**src/rtl/pre_spike_hist_reader_pkg.sv**
```systemverilog
// Shared definitions for the pre-synaptic spike-history reader and writer sides.
package pre_spike_hist_reader_pkg;

   localparam int unsigned TIME_STEP_DEF = 8;
   localparam int unsigned N_DEF         = 256;
   localparam int unsigned M_DEF         = 8;
   localparam int unsigned CNT_W         = $clog2(TIME_STEP_DEF + 1);

   typedef enum logic [2:0] {
      ST_IDLE,
      ST_RD,
      ST_CAP,
      ST_OUT,
      ST_DONE
   } state_e;

endpackage

```
**src/rtl/pre_spike_hist_reader_decode.sv**
```systemverilog
// Combinational spike-bitmap decoder: popcount, lowest set bit, any-spike flag.
module spike_bitmap_decode
   import pre_spike_hist_reader_pkg::*;
#(
   parameter int unsigned TIME_STEP = TIME_STEP_DEF,
   parameter int unsigned CNT_WIDTH = $clog2(TIME_STEP + 1),
   parameter int unsigned FIRST_W   = (TIME_STEP > 1) ? $clog2(TIME_STEP) : 1
) (
   input  logic [TIME_STEP-1:0] bitmap_i,
   output logic [CNT_WIDTH-1:0] count_o,
   output logic [FIRST_W-1:0]   first_o,
   output logic                 any_o
);

   always_comb begin
      count_o = '0;
      first_o = '0;
      // Scanning downward lets the lowest set bit overwrite any higher one.
      for (int unsigned i = TIME_STEP; i > 0; i--) begin
         count_o = count_o + CNT_WIDTH'(bitmap_i[i-1]);
         if (bitmap_i[i-1]) begin
            first_o = FIRST_W'(i - 1);
         end
      end
   end

   assign any_o = |bitmap_i;

endmodule

```
**src/rtl/pre_spike_hist_reader.sv**
```systemverilog
// Scans the pre-neuron spike-history SRAM, decodes each bitmap and streams the
// results over valid/ready, optionally clearing each word after it is read.
module pre_spike_hist_reader
   import pre_spike_hist_reader_pkg::*;
#(
   parameter int unsigned PRE_NEUR_SPIKE_CNT_WIDTH = 8,
   parameter int unsigned TIME_STEP                = TIME_STEP_DEF,
   parameter int unsigned N                        = N_DEF,
   parameter int unsigned M                        = M_DEF,
   parameter int unsigned CNT_WIDTH                = $clog2(TIME_STEP + 1),
   parameter int unsigned FIRST_W                  = (TIME_STEP > 1) ? $clog2(TIME_STEP) : 1
) (
   input  logic                                CLK,
   input  logic                                RST_N,
   input  logic                                start,
   input  logic                                clear_en,
   input  logic                                abort,
   output logic                                sram_cs,
   output logic                                sram_we,
   output logic [M-1:0]                        sram_addr,
   output logic [PRE_NEUR_SPIKE_CNT_WIDTH-1:0] sram_wdata,
   input  logic [PRE_NEUR_SPIKE_CNT_WIDTH-1:0] sram_rdata,
   output logic                                out_valid,
   input  logic                                out_ready,
   output logic [M-1:0]                        out_addr,
   output logic [TIME_STEP-1:0]                out_bitmap,
   output logic [CNT_WIDTH-1:0]                out_count,
   output logic [FIRST_W-1:0]                  out_first,
   output logic                                out_any,
   output logic                                busy,
   output logic                                done
);

   localparam logic [M-1:0] LAST_ADDR = M'(N - 1);

   state_e               state_q, state_d;
   logic [M-1:0]         addr_q, addr_d;
   logic                 clr_q, clr_d;
   logic [TIME_STEP-1:0] bitmap_q, bitmap_d;

   always_ff @(posedge CLK or negedge RST_N) begin
      if (!RST_N) begin
         state_q  <= ST_IDLE;
         addr_q   <= '0;
         clr_q    <= 1'b0;
         bitmap_q <= '0;
      end else begin
         state_q  <= state_d;
         addr_q   <= addr_d;
         clr_q    <= clr_d;
         bitmap_q <= bitmap_d;
      end
   end

   always_comb begin
      state_d   = state_q;
      addr_d    = addr_q;
      clr_d     = clr_q;
      bitmap_d  = bitmap_q;
      sram_cs   = 1'b0;
      sram_we   = 1'b0;
      sram_addr = '0;
      out_valid = 1'b0;
      done      = 1'b0;

      unique case (state_q)
         ST_IDLE: begin
            if (start) begin
               clr_d   = clear_en;
               addr_d  = '0;
               state_d = ST_RD;
            end
         end
         ST_RD: begin
            sram_cs   = 1'b1;
            sram_addr = addr_q;
            state_d   = ST_CAP;
         end
         ST_CAP: begin
            bitmap_d = sram_rdata[TIME_STEP-1:0];
            if (clr_q) begin
               sram_cs   = 1'b1;
               sram_we   = 1'b1;
               sram_addr = addr_q;
            end
            state_d = ST_OUT;
         end
         ST_OUT: begin
            out_valid = 1'b1;
            if (out_ready) begin
               if (addr_q == LAST_ADDR) begin
                  state_d = ST_DONE;
               end else begin
                  addr_d  = addr_q + M'(1);
                  state_d = ST_RD;
               end
            end
         end
         ST_DONE: begin
            done    = 1'b1;
            state_d = ST_IDLE;
         end
         default: state_d = ST_IDLE;
      endcase

      // Abort overrides any accept decided above, so the address does not advance.
      if (abort && (state_q != ST_IDLE)) begin
         state_d  = ST_IDLE;
         addr_d   = addr_q;
         bitmap_d = bitmap_q;
      end
   end

   assign busy       = (state_q != ST_IDLE);
   assign sram_wdata = '0;
   assign out_addr   = addr_q;
   assign out_bitmap = bitmap_q;

   spike_bitmap_decode #(
      .TIME_STEP (TIME_STEP),
      .CNT_WIDTH (CNT_WIDTH),
      .FIRST_W   (FIRST_W)
   ) u_decode (
      .bitmap_i (bitmap_q),
      .count_o  (out_count),
      .first_o  (out_first),
      .any_o    (out_any)
   );

endmodule

```
**config.mk**
```make
export PLATFORM = sky130hd
export DESIGN_NAME = pre_spike_hist_reader
export DESIGN_NICKNAME = d
export VERILOG_FILES = /design/src/rtl/pre_spike_hist_reader_pkg.sv /design/src/rtl/pre_spike_hist_reader_decode.sv /design/src/rtl/pre_spike_hist_reader.sv
export SDC_FILE = /design/constraint.sdc
export NUM_CORES = 1
export LEC_CHECK = 0
export ABC_AREA = 1
export CAP_MARGIN = 30
export CORE_ASPECT_RATIO = 1.1
export CORE_MARGIN = 4
export CORE_UTILIZATION = 43
export DETAILED_ROUTE_END_ITERATION = 7
export PLACE_DENSITY = 0.88
export SKIP_LAST_GASP = 1
export SLEW_MARGIN = 20
export SYNTH_ARGS = -nofsm -noshare
export SYNTH_HDL_FRONTEND = slang
export SYNTH_SLANG_ARGS = --single-unit
```
**constraint.sdc**
```tcl
create_clock -name CLK -period 4.08 [get_ports CLK]
set_input_delay 0.816 -clock CLK [delete_from_list [all_inputs] [get_ports CLK]]
set_output_delay 0.816 -clock CLK [all_outputs]
set_load 0.03 [all_outputs]
```
==> results.txt <==
Nets = 284
Final Non-Filler Cells = 306
Via count = 1408
Core Box Area = 3330 um2
DP Wirelength = 2750 um
DRC = 0
Synth async-reset ratio = 1.00
Hold slack = 0.570 ns
Peak supply drop = 0.000404 V
H-tree Lvls = 1
P&R area growth vs syn = 38.0%
Vias in the first global route = 1421
Sw Ratio = 0.544
Clock power frac = 0.050
Nature of the critical path endpoint = output pin
Logic pwr share = 0.776
GPL Wtd Cong = 0.881
Net switching power = 993 uW
Cell taking the most area after synthesis = dfrtp_1
Top FF cell, synth = dfrtp_1
Total CTS buffers = 3
Clock slew at reported path FFs = 0.10 ns
Die height = 69.4 um
CTS tree = done
Count leader, synth = nand2_1
Run status = finished, final reports clean
Critical Path RT = 3.26 ns
Hold Path Depth = 2
Routed WL per cell = 11.2 um
Minimum clock period = 3.94 ns
Post-DR vias/cell = 4.60
Slew @ Worst Pin = 0.502 ns
Sink Count = 20
# setup viols final = 0
CP Class = reg -> out
Hold crit path type = reg -> reg
Dpl cells = 300
Synth cell types = 25
Number of DRC markers in iteration 0 = 60
Setup Slack @ Placement = 0.0389 ns
Final Slew Violations = 0
Final Skew = 0.00651 ns
Max Buffers Root-to-Sink = 2
First-pass GRT wire length = 5810 um
Setup TNS = 0 ns
CP max stage delay = 0.49 ns
Post-synth EDFFs = 0
Final Total Pwr = 1.83 mW
R2r setup slk = 2.51 ns
Io pins = 59
Initial antenna violation count = 0
Slew headroom = 0.665
# port buffers = 50
Min-Delay Endpoint = out_addr[7]
Syn. warnings = 0
Starting Density = 0.443
Synth top area cells = dfrtp_1 34%, nand2_1 12%, inv_1 9.2%, nor2_1 7.4%, fa_1 5.4%
Pwr Density = 897 nW/um2
Crit path top cell by count = inv_1
Slowest CP cell = fa_1
Reg-to-Reg Start = out_addr[1]
Cell Chain, Critical Path = inv_2 > ha_1 > inv_1 > fa_1 > fa_1 > inv_1 > fa_2 > inv_1 > fa_1 > inv_1 > buf_6
Max Cap Violations = 0
Worst r2r dst = out_addr[5]
Post-DRT Antenna Nets = 0
Synth cell count leaders = 46 x nand2_1, 36 x inv_1, 29 x nor2_1, 20 x dfrtp_1, 14 x nand3_1
Pleak = 0.994 nW
Period utilization = 0.965
Sequential element share of the synthesized area = 0.339
Die area = 4430 um2
Crit path arrival time = 3.12 ns
Synth Instances = 205
Critical Path Source = out_bitmap[6]
FF+latch count, synth = 20
Largest net degree at the start of global routing = 21
Reg power frac = 0.175
Die Wd = 63.8 um
Hold Vio Cnt, Final = 0
Gr usage total = 0.160
Worst Path Buf+Inv = 6
Fmax = 254 MHz
Largest delay contributor family on the critical path = adder cells
CTS Root Cell = clkbuf_4
Antenna Cells = 0
Yosys top cell area share = 0.339
Worst reg2reg path depth = 8
Crit Path Max Fanout = 3
Layout cell share with drive strength beyond 1 = 0.0736
Mean Syn Cell Area = 7.20 um2
Mapped Area = 1480 um2
# rows = 22
Clk_lat worst skew = 0.30 ns
Grt total ovfl = 0
CP Launch Type = flip-flop
WL final = 3420 um
DRT Pass-1 Iters = 4
Final worst-path setup slack = 0.143 ns
Hold Path Origin = out_addr[7]
Internal Pwr Total = 833 uW
==> through the flow <==
step,cell area [um2],utilization
floorplan,1500,-
global placement,1980,0.594
detailed placement,1980,0.594
CTS,2000,0.601
global route,2040,0.611
finish,2040,0.611
==> power by group through the flow <==
stage          Combinational, mW  Sequential [mW]  Clock [mW]
2_1_floorplan              0.857            0.397           0
3_3_place_gp                1.37            0.319           0
3_5_place_dp                1.42            0.322           0
4_1_cts                     1.41            0.319      0.0966
5_1_grt                     1.55            0.329       0.104
6_report                    1.42            0.319      0.0904
==> area by class of cell <==
cell class	count	area, um2
clock buffer	3	22.5
sequential	20	500
timing repair buffer	53	532
inverter	37	139
fill	293	1290
multi-input combinational	145	782
tap	48	60.1
==> registers in the layout, summed over array words and instances (netlist names) <==
signal / flops
out_addr: 8
out_bitmap: 8
state_q: 3
clr_q: 1
==> cell families (layout without fill, tap and decap cells) <==
| family | count (synthesis) | after routing | synth area share |
|---|---|---|---|
| compound gates | 22 | 22 | 0.0797 |
| simple gates | 104 | 104 | 0.317 |
| xor+xnor | 1 | 1 | 0.00594 |
| fa+ha+maj | 10 | 10 | 0.105 |
| flops | 20 | 20 | 0.339 |
| buf+inv | 47 | 93 | 0.150 |
| other cells | 1 | 8 | 0.00254 |
==> cells in the final DEF (no fill, tap or decap), drive strengths merged <==
master / instances
a32oi: 1
nand3: 17
or2: 2
nand2: 48
buf: 5
fa: 4
conb: 8
nor3: 3
nand4: 3
dfrtp: 20
a311oi: 1
nor2: 31
clkdlybuf4s50: 46
dlymetal6s2s: 2
a21oi: 12
ha: 6
o21ai: 8
clkbuf: 3
xnor2: 1
inv: 37
==> what timing repair did <==
action / 4_1_cts / 5_1_grt
setup buffers: 0 / 2
pin swaps: 0 / 1
resized for setup: 3 / 7
hold buffers: 0 / 0
setup endpoints to repair: 1 / 4
cloned: 0 / 0
==> worst min-delay path: stages, from the launching register on <==
cell and delay (ns):
dfrtp_1 0.42, nand2_1 0.07, nand2_1 0.05
==> layer usage <==
| layer | vias to the layer above | global-route usage | part of all wire |
|---|---|---|---|
| met4 | 0 | 0.0552 | 0.011 |
| met3 | 5 | 0.0243 | 0.067 |
| li1 | 726 | - | - |
| met5 | - | 0 | 0 |
| met1 | 623 | 0.194 | 0.42 |
| met2 | 54 | 0.282 | 0.50 |
==> worst max path at each step <==
stage | endpoint | cells after the start
floorplan | out_count[2] | 10
global placement | out_count[2] | 11
detailed placement | out_count[2] | 11
CTS | out_count[0] | 8
global route | out_count[1] | 11
finish | out_count[1] | 11
No activity file was read; power rests on OpenSTA's default activity.
